File: src/rtl/hpu_lsu_agu.sv
// Address-generation stage of the HPU load/store pipe: effective address, byte enables, lane-aligned store data.
// Optional macro HPU_LSU_MISALIGN_SPLIT_EN splits misaligned accesses into two aligned beats instead of flagging them.
module hpu_lsu_agu #(
   parameter int unsigned DATA_W    = 32,
   parameter int unsigned PHY_IDX_W = 6,
   parameter int unsigned ROB_IDX_W = 6
) (
   input  logic                 clk_i,
   input  logic                 rst_i,
   input  logic                 flush_i,
   input  logic                 issue_valid_i,
   output logic                 issue_ready_o,
   input  logic                 issue_is_store_i,
   input  logic [1:0]           issue_size_i,
   input  logic [DATA_W-1:0]    issue_rs1_data_i,
   input  logic [DATA_W-1:0]    issue_rs2_data_i,
   input  logic [DATA_W-1:0]    issue_imm_i,
   input  logic [PHY_IDX_W-1:0] issue_rdst_index_i,
   input  logic [ROB_IDX_W-1:0] issue_rob_id_i,
   output logic                 req_valid_o,
   input  logic                 req_ready_i,
   output logic [DATA_W-1:0]    req_addr_o,
   output logic                 req_we_o,
   output logic [3:0]           req_be_o,
   output logic [DATA_W-1:0]    req_wdata_o,
   output logic [PHY_IDX_W-1:0] req_rdst_index_o,
   output logic [ROB_IDX_W-1:0] req_rob_id_o,
   output logic                 req_misalign_o,
   output logic                 req_last_o
);

   logic                 reqValid_q, reqValid_d;
   logic [DATA_W-1:0]    reqAddr_q, reqAddr_d;
   logic                 reqWe_q, reqWe_d;
   logic [3:0]           reqBe_q, reqBe_d;
   logic [DATA_W-1:0]    reqWdata_q, reqWdata_d;
   logic [PHY_IDX_W-1:0] reqRdst_q, reqRdst_d;
   logic [ROB_IDX_W-1:0] reqRob_q, reqRob_d;
   logic                 reqMisalign_q, reqMisalign_d;
   logic                 reqLast_q, reqLast_d;

   logic [DATA_W-1:0]    effAddr;
   logic [1:0]           off;
   logic [3:0]           baseBe;
   logic [3:0]           loBe;
   logic [DATA_W-1:0]    loData;
   logic                 misaligned;
   logic                 issueReady;
   logic                 accept;

`ifdef HPU_LSU_MISALIGN_SPLIT_EN
   typedef enum logic {IDLE, SPLIT_HI} state_t;
   state_t               state_q, state_d;
   logic [3:0]           hiBe_q, hiBe_d;
   logic [DATA_W-1:0]    hiWdata_q, hiWdata_d;
   logic [3:0]           hiBe;
   logic [DATA_W-1:0]    hiData;
`endif

   always_comb begin
      effAddr = issue_rs1_data_i + issue_imm_i;
      off     = effAddr[1:0];
      case (issue_size_i)
         2'd0:    baseBe = 4'b0001;
         2'd1:    baseBe = 4'b0011;
         default: baseBe = 4'b1111;
      endcase
      loBe       = baseBe << off;
      loData     = issue_rs2_data_i << {off, 3'b000};
      misaligned = ((issue_size_i == 2'd1) && (off == 2'd3)) ||
                   (issue_size_i[1] && (off != 2'd0));
`ifdef HPU_LSU_MISALIGN_SPLIT_EN
      // Only meaningful when misaligned, so off is never zero here.
      hiBe   = baseBe >> (3'd4 - {1'b0, off});
      hiData = issue_rs2_data_i >> (6'd32 - {1'b0, off, 3'b000});
      issueReady = (state_q == IDLE) && !flush_i && (!reqValid_q || req_ready_i);
`else
      issueReady = !flush_i && (!reqValid_q || req_ready_i);
`endif
      accept = issue_valid_i && issueReady;
   end

   always_comb begin
      reqValid_d    = reqValid_q;
      reqAddr_d     = reqAddr_q;
      reqWe_d       = reqWe_q;
      reqBe_d       = reqBe_q;
      reqWdata_d    = reqWdata_q;
      reqRdst_d     = reqRdst_q;
      reqRob_d      = reqRob_q;
      reqMisalign_d = reqMisalign_q;
      reqLast_d     = reqLast_q;
`ifdef HPU_LSU_MISALIGN_SPLIT_EN
      state_d       = state_q;
      hiBe_d        = hiBe_q;
      hiWdata_d     = hiWdata_q;
`endif
      // Flush drops the held beat; a coincident handshake has already reached the cache.
      if (flush_i) begin
         reqValid_d = 1'b0;
`ifdef HPU_LSU_MISALIGN_SPLIT_EN
         state_d    = IDLE;
`endif
      end
`ifdef HPU_LSU_MISALIGN_SPLIT_EN
      else if (state_q == SPLIT_HI) begin
         if (req_ready_i) begin
            reqAddr_d  = reqAddr_q + DATA_W'(4);
            reqBe_d    = hiBe_q;
            reqWdata_d = hiWdata_q;
            reqLast_d  = 1'b1;
            state_d    = IDLE;
         end
      end
`endif
      else if (accept) begin
         reqValid_d    = 1'b1;
         reqAddr_d     = {effAddr[DATA_W-1:2], 2'b00};
         reqWe_d       = issue_is_store_i;
         reqBe_d       = loBe;
         reqWdata_d    = loData;
         reqRdst_d     = issue_rdst_index_i;
         reqRob_d      = issue_rob_id_i;
         reqMisalign_d = 1'b0;
         reqLast_d     = 1'b1;
         if (misaligned) begin
`ifdef HPU_LSU_MISALIGN_SPLIT_EN
            reqLast_d = 1'b0;
            hiBe_d    = hiBe;
            hiWdata_d = hiData;
            state_d   = SPLIT_HI;
`else
            reqMisalign_d = 1'b1;
            reqBe_d       = 4'b0000;
            reqWe_d       = 1'b0;
`endif
         end
      end else if (req_ready_i) begin
         reqValid_d = 1'b0;
      end
   end

   always_ff @(posedge clk_i) begin
      if (rst_i) begin
         reqValid_q    <= 1'b0;
         reqAddr_q     <= '0;
         reqWe_q       <= 1'b0;
         reqBe_q       <= 4'b0000;
         reqWdata_q    <= '0;
         reqRdst_q     <= '0;
         reqRob_q      <= '0;
         reqMisalign_q <= 1'b0;
         reqLast_q     <= 1'b0;
`ifdef HPU_LSU_MISALIGN_SPLIT_EN
         state_q       <= IDLE;
         hiBe_q        <= 4'b0000;
         hiWdata_q     <= '0;
`endif
      end else begin
         reqValid_q    <= reqValid_d;
         reqAddr_q     <= reqAddr_d;
         reqWe_q       <= reqWe_d;
         reqBe_q       <= reqBe_d;
         reqWdata_q    <= reqWdata_d;
         reqRdst_q     <= reqRdst_d;
         reqRob_q      <= reqRob_d;
         reqMisalign_q <= reqMisalign_d;
         reqLast_q     <= reqLast_d;
`ifdef HPU_LSU_MISALIGN_SPLIT_EN
         state_q       <= state_d;
         hiBe_q        <= hiBe_d;
         hiWdata_q     <= hiWdata_d;
`endif
      end
   end

   assign issue_ready_o    = issueReady;
   assign req_valid_o      = reqValid_q;
   assign req_addr_o       = reqAddr_q;
   assign req_we_o         = reqWe_q;
   assign req_be_o         = reqBe_q;
   assign req_wdata_o      = reqWdata_q;
   assign req_rdst_index_o = reqRdst_q;
   assign req_rob_id_o     = reqRob_q;
   assign req_misalign_o   = reqMisalign_q;
   assign req_last_o       = reqLast_q;

endmodule
File: config.mk
export PLATFORM = sky130hd
export DESIGN_NAME = hpu_lsu_agu
export DESIGN_NICKNAME = d
export VERILOG_FILES = /design/src/rtl/hpu_lsu_agu.sv
export SDC_FILE = /design/constraint.sdc
export NUM_CORES = 1
export LEC_CHECK = 0
export CORE_MARGIN = 1.5
export CORE_UTILIZATION = 45
export DETAILED_ROUTE_END_ITERATION = 16
export HOLD_SLACK_MARGIN = 0.02
export PLACE_DENSITY = 0.78
export SETUP_SLACK_MARGIN = 0.1
export SYNTH_ARGS = -nofsm -noshare
export SYNTH_HDL_FRONTEND = slang
export SYNTH_SLANG_ARGS = --single-unit
File: constraint.sdc
create_clock -name clk_i -period 3.21 [get_ports clk_i]
set_clock_uncertainty 0.2 [all_clocks]
set_input_delay 0.321 -clock clk_i [delete_from_list [all_inputs] [get_ports clk_i]]
set_output_delay 0.321 -clock clk_i [all_outputs]
set_load 0.05 [all_outputs]
==> results_dict.tcl, run 1 <==
set metrics [dict create \
    clock-sinks 82 \
    cp_num_buf_inv 2 \
    dp_hpwl_um 12850 \
    ys_ff_latch 82 \
    r2r-end "req_addr_o[29]$_SDFFE_PP0P_" \
    setup_tns_ns 0 \
    overflow 0 \
    p_sw_share_pct 34.96 \
    power_mw 3.365 \
    vias 5717 \
    grt_max_degree 49 \
    r2r_slack_ns 1.05 \
    cts_buffer_depth 2 \
    internal_power_mw 2.189 \
    pwr-share-comb_pct 35.9 \
    max_cap_viol_count 0 \
    synth_edf_count 0 \
    switchingPower_mw 1.177 \
    endpoint_kind "flip-flop" \
    cp.required_ns 3.24 \
    yosysSeqAreaShare_pct 31.37 \
    dpl_worst_slack_ns -0.1160 \
    period_needed_ns 3.008 \
    ys_types 67 \
    synth_warnings 0 \
    avgViaCountPerCell 5.706 \
    row_count 39 \
    timing.final.crit_share_pct 93.69 \
    clkLatencyLatePin_ns 0.34 \
    syn_inst 671 \
    rsz0062_at_grt "no" \
    ios 201 \
    peakVddDrop_uv 391.3 \
    pwr-share-clk_pct 30.9 \
    grt_use_total_pct 26.97 \
    dieWidth_um 110.8 \
    finalMaxSlewViolations 0 \
    grt_pass1_vias 5509 \
    arrival_ns 3.04 \
    io_buffers 198 \
    whs_endpoint "req_last_o$_SDFFE_PP0P_" \
    cts_tree "built" \
    hold_class "in2reg" \
    drt_iter0_markers 384 \
    hold_buffers 0 \
    syn2layout_area_growth_pct 46.41 \
    place.gp.congestion 0.9376 \
    clk_pin_slew_ns 0.06 \
    hold_depth 2 \
    max_freq_ghz 0.3325 \
    rr_startpoint "req_valid_o$_SDFFE_PP0P_" \
    start_util_pct 46.02 \
    cts-buffers-inserted 9 \
    drc 0 \
    powerDensity_mw_per_mm2 439.3 \
    wl_per_cell_um 16.97 \
    final_nets 1002 \
    regArea_mm2 0.001642 \
    antenna_found_initial 0 \
    status "complete, no violations" \
    whs_ns 0.2373 \
    slowest_stage "clkdlybuf4s50_1" \
    first_pass_iters 5 \
    hp-start "rst_i" \
    antenna_cells 0 \
    htree_levels 3 \
    worstSetupPathType "in2reg" \
    async_flop_share_pct 0 \
    multi_input_area_mm2 0.003338 \
    setup_viol 0 \
    die_h_um 110.8 \
    hold_viol 0 \
    max_stage_delay_ns 0.46 \
    cellLeakagePower_nw 2.920 \
    clk_root_buffer_cell "clkbuf_16" \
    dpl.cell_count 986 \
    wl_um 17010 \
    fp.dieArea_mm2 0.01228 \
    start_kind "input port" \
    synth_area_per_cell_um2 7.798 \
    synthFlopType "dfxtp_1" \
    synth_area_mm2 0.005233 \
    instances_no_fill 1002 \
    path_cells "clkdlybuf4s50_1, ha_1, inv_1, fa_1, and2b_1, o2111ai_2, a211oi_4, nor3_4, o41ai_4, a211oi_1, a311o_1" \
    worst-path-max-fanout 4 \
    maxSlewHeadroom_pct 50.78 \
    seq_power_share_pct 33.2 \
    worst_slack_ns 0.2024 \
    crit_family "compound AO/OA/AOI/OAI gates" \
    grt_pass1_wl_um 27230 \
    r2r_cells 6 \
    antenna_left 0 \
    worst_slew_pin_slew_ns 0.7383 \
    core-area_mm2 0.01137 \
    nFillCells 968 \
    drive_gt1_share_pct 7.451 \
]
## cells in the final DEF (no fill, tap or decap), drive strengths merged, types with 16 or more instances in the layout
master / instances
a21o: 19
a21oi: 83
buf: 25
clkdlybuf4s50: 197
dfxtp: 82
ha: 31
mux2i: 17
nand2: 111
nand3: 32
nor2: 45
nor3: 17
o211ai: 16
o21ai: 26
## layout make-up
class	count	area share (%)
tap	143	2.335
timing repair buffer	222	28.32
clock inverter	5	0.8166
inverter	10	0.4900
clock buffer	11	3.038
multi-input combinational	529	43.57
sequential	82	21.43
## Yosys cell counts (7+ instances only)
cell type / number / area share (%)
nor2_1: 45 / 3.2
a21oi_1: 83 / 7.9
dfxtp_1: 82 / 31
a211oi_1: 14 / 2.0
a31oi_1: 7 / 0.84
nand2_1: 111 / 8.0
o21ai_0: 24 / 2.3
mux2_2: 8 / 1.7
or3_1: 7 / 0.84
nor3_1: 16 / 1.5
mux2i_1: 17 / 3.3
nand3_1: 30 / 2.9
nand4_1: 10 / 1.2
ha_1: 31 / 7.4
xnor2_1: 10 / 1.7
o211ai_1: 16 / 2.3
inv_1: 10 / 0.72
a21o_1: 17 / 2.4
clkbuf_1: 38 / 2.7
## power groups by stage
stage | registers, mW | logic [mW] | clock network (mW)
6_report | 1.12 | 1.21 | 1.04
5_1_grt | 1.12 | 1.29 | 1.11
4_1_cts | 1.12 | 1.19 | 1.06
3_5_place_dp | 1.14 | 1.19 | 0
3_3_place_gp | 1.14 | 1.17 | 0
2_1_floorplan | 1.35 | 0.533 | 0
## worst max-delay path by stage
stage / from / end / slack [ns] / cells past startpoint
after floorplan: req_valid_o$_SDFFE_PP0P_ / req_addr_o[27]$_SDFFE_PP0P_ / 0.46 / 8
final: issue_rs1_data_i[0] / req_addr_o[30]$_SDFFE_PP0P_ / 0.20 / 11
after global routing: issue_rs1_data_i[0] / req_addr_o[30]$_SDFFE_PP0P_ / 0.09 / 11
after global placement: issue_rs1_data_i[0] / req_addr_o[30]$_SDFFE_PP0P_ / -0.06 / 11
after detailed placement: issue_rs1_data_i[0] / req_addr_o[30]$_SDFFE_PP0P_ / -0.12 / 11
after CTS: issue_rs1_data_i[0] / req_addr_o[30]$_SDFFE_PP0P_ / 0.23 / 11
## state kept, by name, summed over array words and instances, names as in the netlist
signal / cells
req_wdata_o: 32
req_addr_o: 30
req_rdst_index_o: 6
req_rob_id_o: 6
req_be_o: 4
req_last_o: 1
req_misalign_o: 1
req_valid_o: 1
req_we_o: 1
## metal layers
metal  vias up  routed length [um]  GRT usage [%]
li1       2785                   -              -
met1      2676                6994          32.16
met2       226                8480          47.57
met3        30                1086          6.288
met4         0                 444          9.060
met5         -                   0              0
## what timing repair did
item / in CTS / in global routing
resized for setup: 0 / 3
setup buffers: 0 / 0
endpoints found under the setup margin: 0 / 1
## worst reg2reg max path: stages, from the launching register on
cell,delay (ns)
dfxtp_1,0.31
nor2b_1,0.14
nor2_1,0.22
and2_2,0.23
nand2b_1,0.31
or4_1,0.60
o211ai_1,0.09
## logic make-up after synthesis
logic type      Yosys count  synth area share, %
other cells               1              0.07167
compound gates          206                26.06
buf+inv                  61                5.356
xor+xnor                 16                2.678
mux                      25                4.974
simple gates            248                21.69
flops                    82                31.37
fa+ha+maj                32                7.795
## per-stage QoR
step                util (%)  area, um2
finish                 67.38       7661
global route           67.38       7661
CTS                    67.21       7641
detailed placement     64.61       7346
global placement       64.61       7346
floorplan                  -       5236
Note: power is estimated with default switching activity, not from simulation.
==> run 2, diff against run 1 <==
--- a/config.mk
+++ b/config.mk
@@ -9,6 +9,7 @@
 export CORE_UTILIZATION = 45
 export DETAILED_ROUTE_END_ITERATION = 16
 export HOLD_SLACK_MARGIN = 0.02
+export MAX_ROUTING_LAYER = met4
 export PLACE_DENSITY = 0.78
 export SETUP_SLACK_MARGIN = 0.1
 export SYNTH_ARGS = -nofsm -noshare
==> run 2 against run 1 <==
Effect of this change:
- global-route usage grew 1.5 points
- hold slack gained 0.014 ns
- sequential share of layout area fell by 0.066 points
- non-clock buffer count stayed put
- first-iteration DRC count decreased by 2.6%
- utilization up 0.21 points
- clock power grew 11%
- sequential cell count unchanged
- critical path type unchanged
==> results_dict.tcl, run 2 (synthesis results as in run 1) <==
set metrics [dict create \
    status "complete, no violations" \
    drc 0 \
    hold_class "in2reg" \
    rsz0062_at_grt "no" \
    cts_buffer_depth 2 \
    multi_input_area_mm2 0.003327 \
    vias 5769 \
    grt_max_degree 49 \
    wl_per_cell_um 17.32 \
    period_needed_ns 2.971 \
    start_util_pct 46.02 \
    first_pass_iters 5 \
    clk_root_buffer_cell "clkbuf_16" \
    wl_um 17350 \
    p_sw_share_pct 33.59 \
    grt_use_total_pct 28.49 \
    setup_viol 0 \
    antenna_left 0 \
    row_count 39 \
    worst-path-max-fanout 4 \
    seq_power_share_pct 32.2 \
    maxSlewHeadroom_pct 54.41 \
    cts_tree "built" \
    dieWidth_um 110.8 \
    whs_ns 0.2512 \
    regArea_mm2 0.001642 \
    grt_pass1_vias 5761 \
    largest_reg_flops 32 \
    pwr-share-clk_pct 33.0 \
    cp_num_buf_inv 2 \
    peakVddDrop_uv 276.4 \
    max_stage_delay_ns 0.46 \
    path_cells "clkdlybuf4s50_1, ha_1, inv_1, fa_2, and2b_1, o2111ai_2, a211oi_2, nor3_2, o41ai_4, a211oi_1, a311o_1" \
    htree_levels 3 \
    hold_buffers 0 \
    clkLatencyLatePin_ns 0.33 \
    antenna_cells 0 \
    ios 201 \
    drive_gt1_share_pct 7.683 \
    powerDensity_mw_per_mm2 451.7 \
    cellLeakagePower_nw 2.946 \
    die_h_um 110.8 \
    dp_hpwl_um 13180 \
    clock-sinks 82 \
    timing.final.crit_share_pct 92.56 \
    worst_slew_pin_slew_ns 0.6838 \
    final_nets 1002 \
    internal_power_mw 2.305 \
    hold_viol 0 \
    crit_family "compound AO/OA/AOI/OAI gates" \
    cp.required_ns 3.24 \
    mostFrequentLayoutCells "clkdlybuf4s50_1, nand2_1, a21oi_1" \
    start_kind "input port" \
    endpoint_kind "flip-flop" \
    io_buffers 198 \
    max_freq_ghz 0.3366 \
    avgViaCountPerCell 5.757 \
    arrival_ns 3.00 \
    fp.dieArea_mm2 0.01228 \
    antenna_found_initial 0 \
    finalMaxSlewViolations 0 \
    switchingPower_mw 1.166 \
    overflow 0 \
    fin_util_pct 67.59 \
    place.gp.congestion 0.9683 \
    nFillCells 978 \
    clk_pin_slew_ns 0.07 \
    drt_iter0_markers 374 \
    worstSetupPathType "in2reg" \
    slowest_stage "clkdlybuf4s50_1" \
    core-area_mm2 0.01137 \
    final_common_cell "clkdlybuf4s50_1" \
    syn2layout_area_growth_pct 46.87 \
    max_cap_viol_count 0 \
    grt_pass1_wl_um 27880 \
    cts-buffers-inserted 9 \
    pwr-share-comb_pct 34.8 \
]
-- run 2: final timing paths --
path | depth (start not counted) | to | slack, ns | from
setup / recovery | 11 | req_addr_o[30]$_SDFFE_PP0P_ | 0.24 | issue_rs1_data_i[0]
hold / removal | 2 | req_last_o$_SDFFE_PP0P_ | 0.25 | rst_i
setup reg to reg | 6 | req_addr_o[29]$_SDFFE_PP0P_ | 1.05 | req_valid_o$_SDFFE_PP0P_
hold reg to reg | 2 | req_addr_o[20]$_SDFFE_PP0P_ | 0.25 | req_addr_o[20]$_SDFFE_PP0P_
-- run 2: timing repair --
item	CTS	global route
setup buffers	0	1
hold endpoints to repair	0	0
resized for setup	0	2
endpoints found under the setup margin	0	2
-- run 2: power by group through the flow --
stage | registers, mW | clock network [mW] | logic (mW)
4_1_cts | 1.12 | 1.16 | 1.19
3_3_place_gp | 1.14 | 0 | 1.17
3_5_place_dp | 1.14 | 0 | 1.19
5_1_grt | 1.12 | 1.21 | 1.29
6_report | 1.12 | 1.15 | 1.21
2_1_floorplan | 1.35 | 0 | 0.533
-- run 2: area by class of cell --
type	instances	share of cell area, %
Multi-Input combinational cell	529	43.29
Timing Repair Buffer	222	28.23
Sequential cell	82	21.36
Clock buffer	12	3.338
Tap cell	143	2.328
Clock inverter	4	0.9606
Inverter	10	0.4884
-- run 2: per-stage QoR --
stage	instance area, um2	power, mW	setup WS, ns	TNS [ns]	cells
global placement	7338	2.308	-0.06173	-0.1082	985
CTS	7669	3.472	0.1919	0	1001
finish	7685	3.471	0.2389	0	1002
global route	7685	3.625	0.1211	0	1002
floorplan	5236	1.887	0.4587	0	672
detailed placement	7338	2.328	-0.1524	-0.3255	985
-- run 2: layer usage --
layer	GRT usage (%)	routed length, um	up-vias
li1	-	-	2782
met1	33.23	7162	2700
met2	48.56	8576	247
met3	4.975	1119	40
met4	11.71	493	0
met5	-	0	-
==> run 3, diff against run 2 <==
--- a/config.mk
+++ b/config.mk
@@ -8,7 +8,7 @@
 export CORE_MARGIN = 1.5
 export CORE_UTILIZATION = 45
 export DETAILED_ROUTE_END_ITERATION = 16
-export HOLD_SLACK_MARGIN = 0.02
+export HOLD_SLACK_MARGIN = 0.08
 export MAX_ROUTING_LAYER = met4
 export PLACE_DENSITY = 0.78
 export SETUP_SLACK_MARGIN = 0.1
==> results of run 3 <==
Same layout as run 2: the final DEF is identical, and so are final timing and power.
